### config.mk
export PLATFORM = sky130hd
export DESIGN_NAME = cf_tmr_pwm_core_n
export DESIGN_NICKNAME = d
export VERILOG_FILES = /design/src/rtl/cf_tmr_pwm_core_n.sv
export SDC_FILE = /design/constraint.sdc
export NUM_CORES = 1
export LEC_CHECK = 0
export BUFFER_PORTS_ARGS = -buffer_cell sky130_fd_sc_hd__buf_4
export CORE_ASPECT_RATIO = 2
export CORE_UTILIZATION = 25
export DETAILED_ROUTE_END_ITERATION = 8
export GPL_TIMING_DRIVEN = 0
export SLEW_MARGIN = 30
export SYNTH_ARGS = -nofsm -noshare
export SYNTH_HDL_FRONTEND = slang
export SYNTH_SLANG_ARGS = --single-unit
### constraint.sdc
create_clock -name clk -period 3.3 [get_ports clk]
set_input_delay 0.33 -clock clk [delete_from_list [all_inputs] [get_ports clk]]
set_output_delay 0.33 -clock clk [all_outputs]
set_load 0.02 [all_outputs]
### src/rtl/cf_tmr_pwm_core_n.sv
// Timer/PWM core: prescaled up/down/up-down counter whose compare events drive NCH dead-time PWM pairs.
// Events update on tick; outputs are registered one clock after raw PWM changes; there is no flow control.
module cf_tmr_pwm_core_n #(
    parameter int W   = 32,
    parameter int NCH = 4,
    parameter int PW  = 16,
    parameter int DTW = 8
) (
    input  logic             clk,
    input  logic             rst,
    input  logic             tmr_en,
    input  logic             restart,
    input  logic [W-1:0]     reload,
    input  logic [PW-1:0]    prescaler,
    input  logic [1:0]       mode,
    input  logic             periodic,
    input  logic [NCH*W-1:0] cmp,
    input  logic [NCH*8-1:0] pwm_cfg,
    input  logic [NCH-1:0]   pwm_en,
    input  logic [NCH-1:0]   pwm_inv,
    input  logic             dt_en,
    input  logic [DTW-1:0]   deadtime,
    input  logic             fault,
    input  logic             fault_clr,
    output logic [W-1:0]     tmr,
    output logic             dir,
    output logic             to,
    output logic [NCH-1:0]   match,
    output logic             fault_lat,
    output logic [NCH-1:0]   pwm_p,
    output logic [NCH-1:0]   pwm_n
);

    logic                    en_q, en_d;
    logic [PW-1:0]           psc_q, psc_d;
    logic [W-1:0]            tmr_q, tmr_d;
    logic                    dir_q, dir_d, stop_q, stop_d, to_q, to_d, flt_q, flt_d;
    logic [NCH-1:0]          match_q, match_d, raw_q, raw_d, xprev_q, xprev_d;
    logic [NCH-1:0]          p_q, p_d, n_q, n_d;
    logic [NCH-1:0][DTW-1:0] dtc_q, dtc_d;
    logic                    start, tick, adv, at_top, at_zero;
    logic [NCH-1:0]          x, eq;
    logic [NCH-1:0][1:0]     act;

    assign start   = (tmr_en & ~en_q) | restart;
    assign tick    = tmr_en & (psc_q == prescaler);
    assign adv     = tick & ~start & ~stop_q & (mode != 2'b00);
    assign at_top  = tmr_q >= reload;
    assign at_zero = tmr_q == '0;
    assign x       = raw_q ^ pwm_inv;

    always_comb begin
        en_d   = tmr_en;
        psc_d  = psc_q;
        tmr_d  = tmr_q;
        dir_d  = dir_q;
        stop_d = stop_q;
        to_d   = 1'b0;
        if (start) begin
            psc_d  = '0;
            stop_d = 1'b0;
            if (mode == 2'b01) begin
                tmr_d = reload;
                dir_d = 1'b0;
            end else begin
                tmr_d = '0;
                dir_d = 1'b1;
            end
        end else if (!tmr_en) begin
            psc_d = '0;
        end else begin
            psc_d = tick ? '0 : psc_q + 1'b1;
            if (adv) begin
                case (mode)
                    2'b10: begin
                        if (at_top) begin
                            to_d = 1'b1;
                            if (periodic) tmr_d = '0;
                            else          stop_d = 1'b1;
                        end else begin
                            tmr_d = tmr_q + 1'b1;
                        end
                    end
                    2'b01: begin
                        if (at_zero) begin
                            to_d = 1'b1;
                            if (periodic) tmr_d = reload;
                            else          stop_d = 1'b1;
                        end else begin
                            tmr_d = tmr_q - 1'b1;
                        end
                    end
                    default: begin
                        // A zero reload pins the counter at 0 rather than turning around.
                        if (reload == '0 && at_zero) begin
                            to_d   = 1'b1;
                            stop_d = ~periodic;
                        end else if (dir_q) begin
                            if (at_top) begin
                                tmr_d = reload - 1'b1;
                                dir_d = 1'b0;
                            end else begin
                                tmr_d = tmr_q + 1'b1;
                            end
                        end else if (at_zero) begin
                            to_d = 1'b1;
                            if (periodic) begin
                                tmr_d = W'(1);
                                dir_d = 1'b1;
                            end else begin
                                stop_d = 1'b1;
                            end
                        end else begin
                            tmr_d = tmr_q - 1'b1;
                        end
                    end
                endcase
            end
        end
    end

    // Lower-priority events are written first so the highest non-zero action wins.
    always_comb begin
        eq      = '0;
        act     = '0;
        match_d = '0;
        raw_d   = raw_q;
        for (int k = 0; k < NCH; k++) begin
            eq[k] = tmr_q == cmp[k*W +: W];
            if (at_zero && pwm_cfg[k*8 +: 2] != 2'b00)            act[k] = pwm_cfg[k*8 +: 2];
            if (eq[k] && dir_q && pwm_cfg[k*8+2 +: 2] != 2'b00)   act[k] = pwm_cfg[k*8+2 +: 2];
            if (at_top && pwm_cfg[k*8+4 +: 2] != 2'b00)           act[k] = pwm_cfg[k*8+4 +: 2];
            if (eq[k] && !dir_q && pwm_cfg[k*8+6 +: 2] != 2'b00)  act[k] = pwm_cfg[k*8+6 +: 2];
            match_d[k] = adv & eq[k];
            if (adv) begin
                case (act[k])
                    2'b01:   raw_d[k] = 1'b0;
                    2'b10:   raw_d[k] = 1'b1;
                    2'b11:   raw_d[k] = ~raw_q[k];
                    default: raw_d[k] = raw_q[k];
                endcase
            end
            if (!pwm_en[k]) raw_d[k] = 1'b0;
        end
    end

    // Dead band runs even with dt_en=0 so enabling it mid-run starts from a consistent state.
    always_comb begin
        flt_d   = fault | (flt_q & ~fault_clr);
        xprev_d = x;
        dtc_d   = dtc_q;
        p_d     = '0;
        n_d     = '0;
        for (int k = 0; k < NCH; k++) begin
            if (x[k] != xprev_q[k])     dtc_d[k] = deadtime;
            else if (dtc_q[k] != '0)    dtc_d[k] = dtc_q[k] - 1'b1;
            if (!dt_en || (x[k] == xprev_q[k] && dtc_q[k] == '0)) begin
                p_d[k] = x[k];
                n_d[k] = ~x[k];
            end
            if (flt_d) begin
                p_d[k] = 1'b0;
                n_d[k] = 1'b0;
            end
        end
    end

    always_ff @(posedge clk) begin
        if (rst) begin
            en_q    <= 1'b0;
            psc_q   <= '0;
            tmr_q   <= '0;
            dir_q   <= 1'b1;
            stop_q  <= 1'b0;
            to_q    <= 1'b0;
            match_q <= '0;
            raw_q   <= '0;
            flt_q   <= 1'b0;
            xprev_q <= '0;
            dtc_q   <= '0;
            p_q     <= '0;
            n_q     <= '0;
        end else begin
            en_q    <= en_d;
            psc_q   <= psc_d;
            tmr_q   <= tmr_d;
            dir_q   <= dir_d;
            stop_q  <= stop_d;
            to_q    <= to_d;
            match_q <= match_d;
            raw_q   <= raw_d;
            flt_q   <= flt_d;
            xprev_q <= xprev_d;
            dtc_q   <= dtc_d;
            p_q     <= p_d;
            n_q     <= n_d;
        end
    end

    assign tmr       = tmr_q;
    assign dir       = dir_q;
    assign to        = to_q;
    assign match     = match_q;
    assign fault_lat = flt_q;
    assign pwm_p     = p_q;
    assign pwm_n     = n_q;

endmodule
==> results of run 1 <==
logic make-up after synthesis:
kind of cell | count (synthesis) | synth area share
compound gates | 300 | 0.198
xor+xnor | 239 | 0.202
fa+ha+maj | 44 | 0.0531
buf+inv | 146 | 0.0573
flops | 105 | 0.203
mux | 4 | 0.00386
simple gates | 558 | 0.283
flip-flops by register name (all words and copies together) (netlist names):
register	flops
match	4
pwm_p	4
en_q	1
dtc_q	32
to	1
dir	1
psc_q	16
stop_q	1
tmr	32
xprev_q	4
raw_q	4
fault_lat	1
pwm_n	4
metal layers:
metal	GRT usage	share of wire	wire (um)
met3	0.0467	0.051	3210
met1	0.259	0.31	19500
met2	0.546	0.53	33200
met5	0	0	0
met4	0.280	0.11	6570
what timing repair did:
action	CTS	global route
pin swaps	16	10
resized for setup	112	72
buffers inserted	27	6
setup endpoints to repair	39	39
gates cloned	1	0
hold buffers	0	0
stage by stage:
step	instance area, sq um	TNS, ns	total power [uW]
finish	14400	0	4790
global route	14400	-0.0182	5000
CTS	14100	0	4720
detailed placement	13200	-53.30	3350
global placement	13100	-59.47	3320
floorplan	10400	0	2530
final cells by class:
type,instances,area [sq um]
fill,4452,26600
sequential,105,2130
multi-input combinational,1146,8150
inverter,63,240
clock inverter,7,108
timing repair buffer,312,2380
clock buffer,9,225
antenna,2,5.00
tap,535,669
buffer,82,482
power groups by stage:
stage	combinational, uW	sequential [uW]	clock [uW]
after global placement	1810	1520	0
after detailed placement	1830	1520	0
after CTS	1940	1490	1290
after floorplan	1030	1500	0
final	2030	1500	1260
after global routing	2150	1510	1340
placed cells by master (no fill, tap or decap), types with 20 or more instances in the layout:
cell type	count
buf_4	311
xnor2_1	194
nor2_1	124
nand2_1	97
dfxtp_1	92
nand4_1	64
inv_1	62
a21oi_1	59
o21ai_0	56
nor3_1	54
xor2_1	44
ha_1	43
nand3_1	39
a211oi_1	37
clkbuf_2	24
nor4_1	24
and3_1	22
clkbuf_1	20
critical path: stages, from the launching register on:
cell and delay [ns]:
dfxtp_1 0.44, ha_1 0.35, and4_2 0.31, o211ai_1 0.15
o32ai_4 0.39, o21a_4 0.27, nor2_4 0.07, buf_4 0.17
buf_4 0.14, or4_1 0.51, a211oi_2 0.22, o21ai_0 0.09
how the worst min path moves through the flow:
stage	to	slack (ns)	cells past startpoint
2_1_floorplan	en_q	0.41	1
3_3_place_gp	psc_q[0]	0.47	1
3_5_place_dp	pwm_p[3]	0.50	2
4_1_cts	fault_lat	0.18	3
5_1_grt	pwm_p[3]	0.22	2
6_report	fault_lat	0.19	3
==> flow_metrics.tcl, run 1 <==
set metrics [dict create \
    die_w_um 146 \
    fin_nets 1997 \
    post-route-drc-count 0 \
    gr-usage-all-layers 0.291 \
    clk_latency_ns 0.39 \
    cp-start-kind "flop" \
    finalCriticalPeriod_ns 3.27 \
    rsz0062_at_grt "true" \
    cap_violations 0 \
    endpoint_kind "flop" \
    synth_most_common_cell "xnor2_1" \
    stdcell_count 2261 \
    drive_above_1_share 0.277 \
    status "finished, final reports clean" \
    routabilityCongestion 1.04 \
    worstPathRequired_ns 3.55 \
    synth_seq_area_share 0.203 \
    wl_um 62500 \
    clkTransAtPathRegs_ns 0.08 \
    switching_share 0.410 \
    syn_inst 1396 \
    via_per_inst 5.63 \
    whs_ns 0.191 \
    worstRegToRegCells 11 \
    cts_tree "yes" \
    syn_avg_cell_area_sq_um 7.43 \
    arrival_ns 3.52 \
    synth_edf_count 0 \
    critical_path_class "flop to flop" \
    yosys_warnings 0 \
    num_rows 105 \
    p_switching_uw 1960 \
    endpoint "dir" \
    synth_top_area_cell "dfxtp_1" \
    power_frac_seq 0.313 \
    ctsRootBufferMaster "clkbuf_16" \
    synth.ff_latch_count 105 \
    drv_slew 0 \
    clock_skew_ns 0.0106 \
    power.leakage_uw 0.00551 \
    fmax_mhz 306 \
    dp_hpwl_um 49800 \
    cts_made_buffers 9 \
    ys_types 74 \
    synth_nets 1674 \
    clockBufferDepth 2 \
    setup_viol 0 \
    power_frac_comb 0.423 \
    port_buffers 279 \
    async_reset_ff_frac 0 \
    finalHoldViolCount 0 \
    clock_power_share 0.263 \
    place_ws_ns -1.81 \
    core-area_sq_um 41000 \
    die-area_sq_um 42300 \
    fin_crit_sh 0.991 \
    synth.top_cells.by_count "xnor2_1, nor2_1, dfxtp_1, nand2_1, o21ai_0" \
    mappedNetlistArea_sq_um 10400 \
    cts_max_level 3 \
    worstReg2RegEnd "dir" \
    wl_per_cell_um 27.6 \
    vdd_drop_max_v 0.000240 \
    dr_total_vias 12700 \
    slew_headroom 0.228 \
    crit_start "tmr[13]" \
    die_h_um 290 \
    timing.final.ws_setup_ns 0.0288 \
    antenna_found_initial 3 \
    r2r_slack_ns 0.03 \
    p_int_uw 2830 \
    p_per_area_nw_per_um2 333 \
    clock-sinks 105 \
    synthTopCellsByArea "dfxtp_1, xnor2_1, ha_1" \
    tightest_slew_ns 1.15 \
    initial_utilization 0.253 \
    place_inst 2210 \
    ant_nets 0 \
    grt_max_degree 22 \
    firstDrtPassIters 5 \
    grt_overflow 0 \
    timing.rr.start "tmr[13]" \
    drtIter0Drc 869 \
    synth_flop_cell "dfxtp_1" \
    yosysTopAreaCellShare 0.203 \
    min_from "fault" \
    area_growth_pct 38.8 \
    io_pins 281 \
    hp-class "primary input to flop" \
    grt_pass1_vias 13300 \
    final_util 0.351 \
    critPathMaxFanout 6 \
    grt_pass1_wl_um 87900 \
]
(Power assumes the default switching activity.)
==> run 2: changes to the inputs <==
--- a/config.mk
+++ b/config.mk
@@ -11,4 +11,5 @@
 export DETAILED_ROUTE_END_ITERATION = 8
 export GPL_TIMING_DRIVEN = 0
+export SETUP_SLACK_MARGIN = 0.05
 export SLEW_MARGIN = 30
 export SYNTH_ARGS = -nofsm -noshare
==> constraint.sdc (replaced) <==
create_clock -name clk -period 3.3 [get_ports clk]
set_input_delay 0.33 -clock clk [delete_from_list [all_inputs] [get_ports clk]]
set_output_delay 0.33 -clock clk [all_outputs]
set_load 0.01 [all_outputs]
==> run 2 against run 1 <==
  * Utilization is 0.19 points higher
  * Sequential cell count stayed put
  * Maximum frequency is 0.21% higher
  * Register-to-register slack hardly changed
  * Via count is 1.5% higher
  * Hold slack hardly changed
  * Critical path depth is 1 higher
  * Global-route usage is 0.46 points lower
  * Final area is 0.55% higher
  * Clock-buffer cell count stayed put
  * First-iteration DRC count is 14% higher
  * Largest cell class unchanged
  * Largest power group unchanged
==> flow_metrics.tcl, run 2 (synthesized netlist as in run 1, its figures left out) <==
set metrics [dict create \
    cts_max_level 3 \
    endpoint_kind "flop" \
    whs_ns 0.191 \
    core-area_sq_um 41000 \
    clockBufferDepth 2 \
    slowest_stage "a2111oi_4" \
    grt_pass1_vias 13200 \
    port_buffers 279 \
    cts_made_buffers 9 \
    ant_nets 0 \
    final_util 0.353 \
    power.leakage_uw 0.00549 \
    place_ws_ns -2.14 \
    critPathMaxStageDelay_ns 0.46 \
    multiInputGateArea_sq_um 8190 \
    drtIter0Drc 995 \
    worstPathRequired_ns 3.60 \
    clock_skew_ns 0.0133 \
    timing.final.ws_setup_ns 0.0357 \
    clock-sinks 105 \
    io_pins 281 \
    drive_above_1_share 0.280 \
    slew_headroom 0.268 \
    grt_max_degree 23 \
    critPathMaxFanout 10 \
    rsz0062_at_grt "true" \
    stdcell_count 2264 \
    hold_buffers 0 \
    fmax_mhz 306 \
    clkTransAtPathRegs_ns 0.10 \
    critical_path_class "flop to flop" \
    grt_pass1_wl_um 87000 \
    gr-usage-all-layers 0.286 \
    cts_tree "yes" \
    dr_total_vias 12900 \
    layout_common_cells "buf_4, xnor2_1, nor2_1" \
    path_buf_inv 3 \
    finalCriticalPeriod_ns 3.26 \
    dp_hpwl_um 49300 \
    via_per_inst 5.71 \
    crit_chain "buf_12, clkinvlp_4, ha_1, nand2b_4, a2111oi_4, o32ai_4, o21ai_4, nand2_4, clkbuf_8, o311ai_0, o21ai_0, a31oi_1" \
    initial_utilization 0.253 \
    clk_latency_ns 0.40 \
    ctsRootBufferMaster "clkbuf_16" \
    antenna_found_initial 3 \
    die_w_um 146 \
    tightest_slew_ns 1.10 \
    cpLargestDelayFamily "compound AO/OA/AOI/OAI gates" \
    firstDrtPassIters 6 \
    fin_crit_sh 0.989 \
    wl_per_cell_um 27.6 \
    finalHoldViolCount 0 \
    status "finished, final reports clean" \
    arrival_ns 3.57 \
    fin_nets 1999 \
    cp-start-kind "flop" \
    setup_viol 0 \
    routabilityCongestion 1.04 \
    p_per_area_nw_per_um2 327 \
    place_inst 2210 \
    wl_um 62600 \
    area_growth_pct 39.5 \
    layout_commonest_cell "buf_4" \
    cap_violations 0 \
    grt_overflow 0 \
    hp-class "primary input to flop" \
    num_rows 105 \
    die_h_um 290 \
    register_area_sq_um 2130 \
    die-area_sq_um 42300 \
    vdd_drop_max_v 0.000220 \
    drv_slew 0 \
    post-route-drc-count 0 \
    power_uw 4740 \
    fill_cells 4408 \
]
==> run 2: cell count changes in the layout (fill, tap and decap cells not counted), sizes merged <==
cell / change
inv: +1
clkdlybuf4s15: +1
clkbuf: -5
o21a: -1
diode: +1
bufinv: -1
o21ai: +1
buf: +6
==> run 2: what timing repair did <==
item                                    in CTS  in global routing
endpoints found under the hold margin        0                  0
cloned                                       0                  3
endpoints found under the setup margin      40                 38
buffers inserted                            16                 17
gates resized for setup                    118                 84
pin swaps                                   13                 20
==> run 2: power by group <==
part	internal [uW]	leakage, uW	switching, uW
clock network	554	0.000154	680
logic	851	0.00447	1160
registers	1360	0.000868	131
==> run 2: layer usage <==
layer | share of wire | track usage | up-vias | wire, um
met5 | 0 | 0 | - | 0
met4 | 0.11 | 0.248 | 0 | 6600
met3 | 0.056 | 0.0525 | 335 | 3520
met2 | 0.52 | 0.546 | 730 | 32800
met1 | 0.31 | 0.254 | 6113 | 19700
li1 | - | - | 5749 | -
==> run 2: through the flow <==
step / area (sq um) / setup TNS [ns]
finish: 14500 / 0
global route: 14500 / 0
CTS: 14000 / 0
detailed placement: 13200 / -68.82
global placement: 13100 / -70.96
floorplan: 10400 / 0
==> run 2: worst paths after layout <==
| path | to | from | slack [ns] | depth (start not counted) |
|---|---|---|---|---|
| worst max-delay path | tmr[11] | tmr[0] | 0.04 | 12 |
| worst min-delay path | pwm_p[1] | dt_en | 0.19 | 2 |
| worst max register to register | tmr[11] | tmr[0] | 0.04 | 12 |
| worst min register to register | psc_q[0] | psc_q[0] | 0.51 | 1 |
==> run 2: cell type report <==
type,instances,share of cell area
plain buffers,82,0.0342
multi-input cells,1146,0.566
diodes,3,0.000519
flip-flops and latches,105,0.147
clock inverters,7,0.00649
well taps,535,0.0463
repair buffers,314,0.168
clock buffers,9,0.0156
inverters,63,0.0166
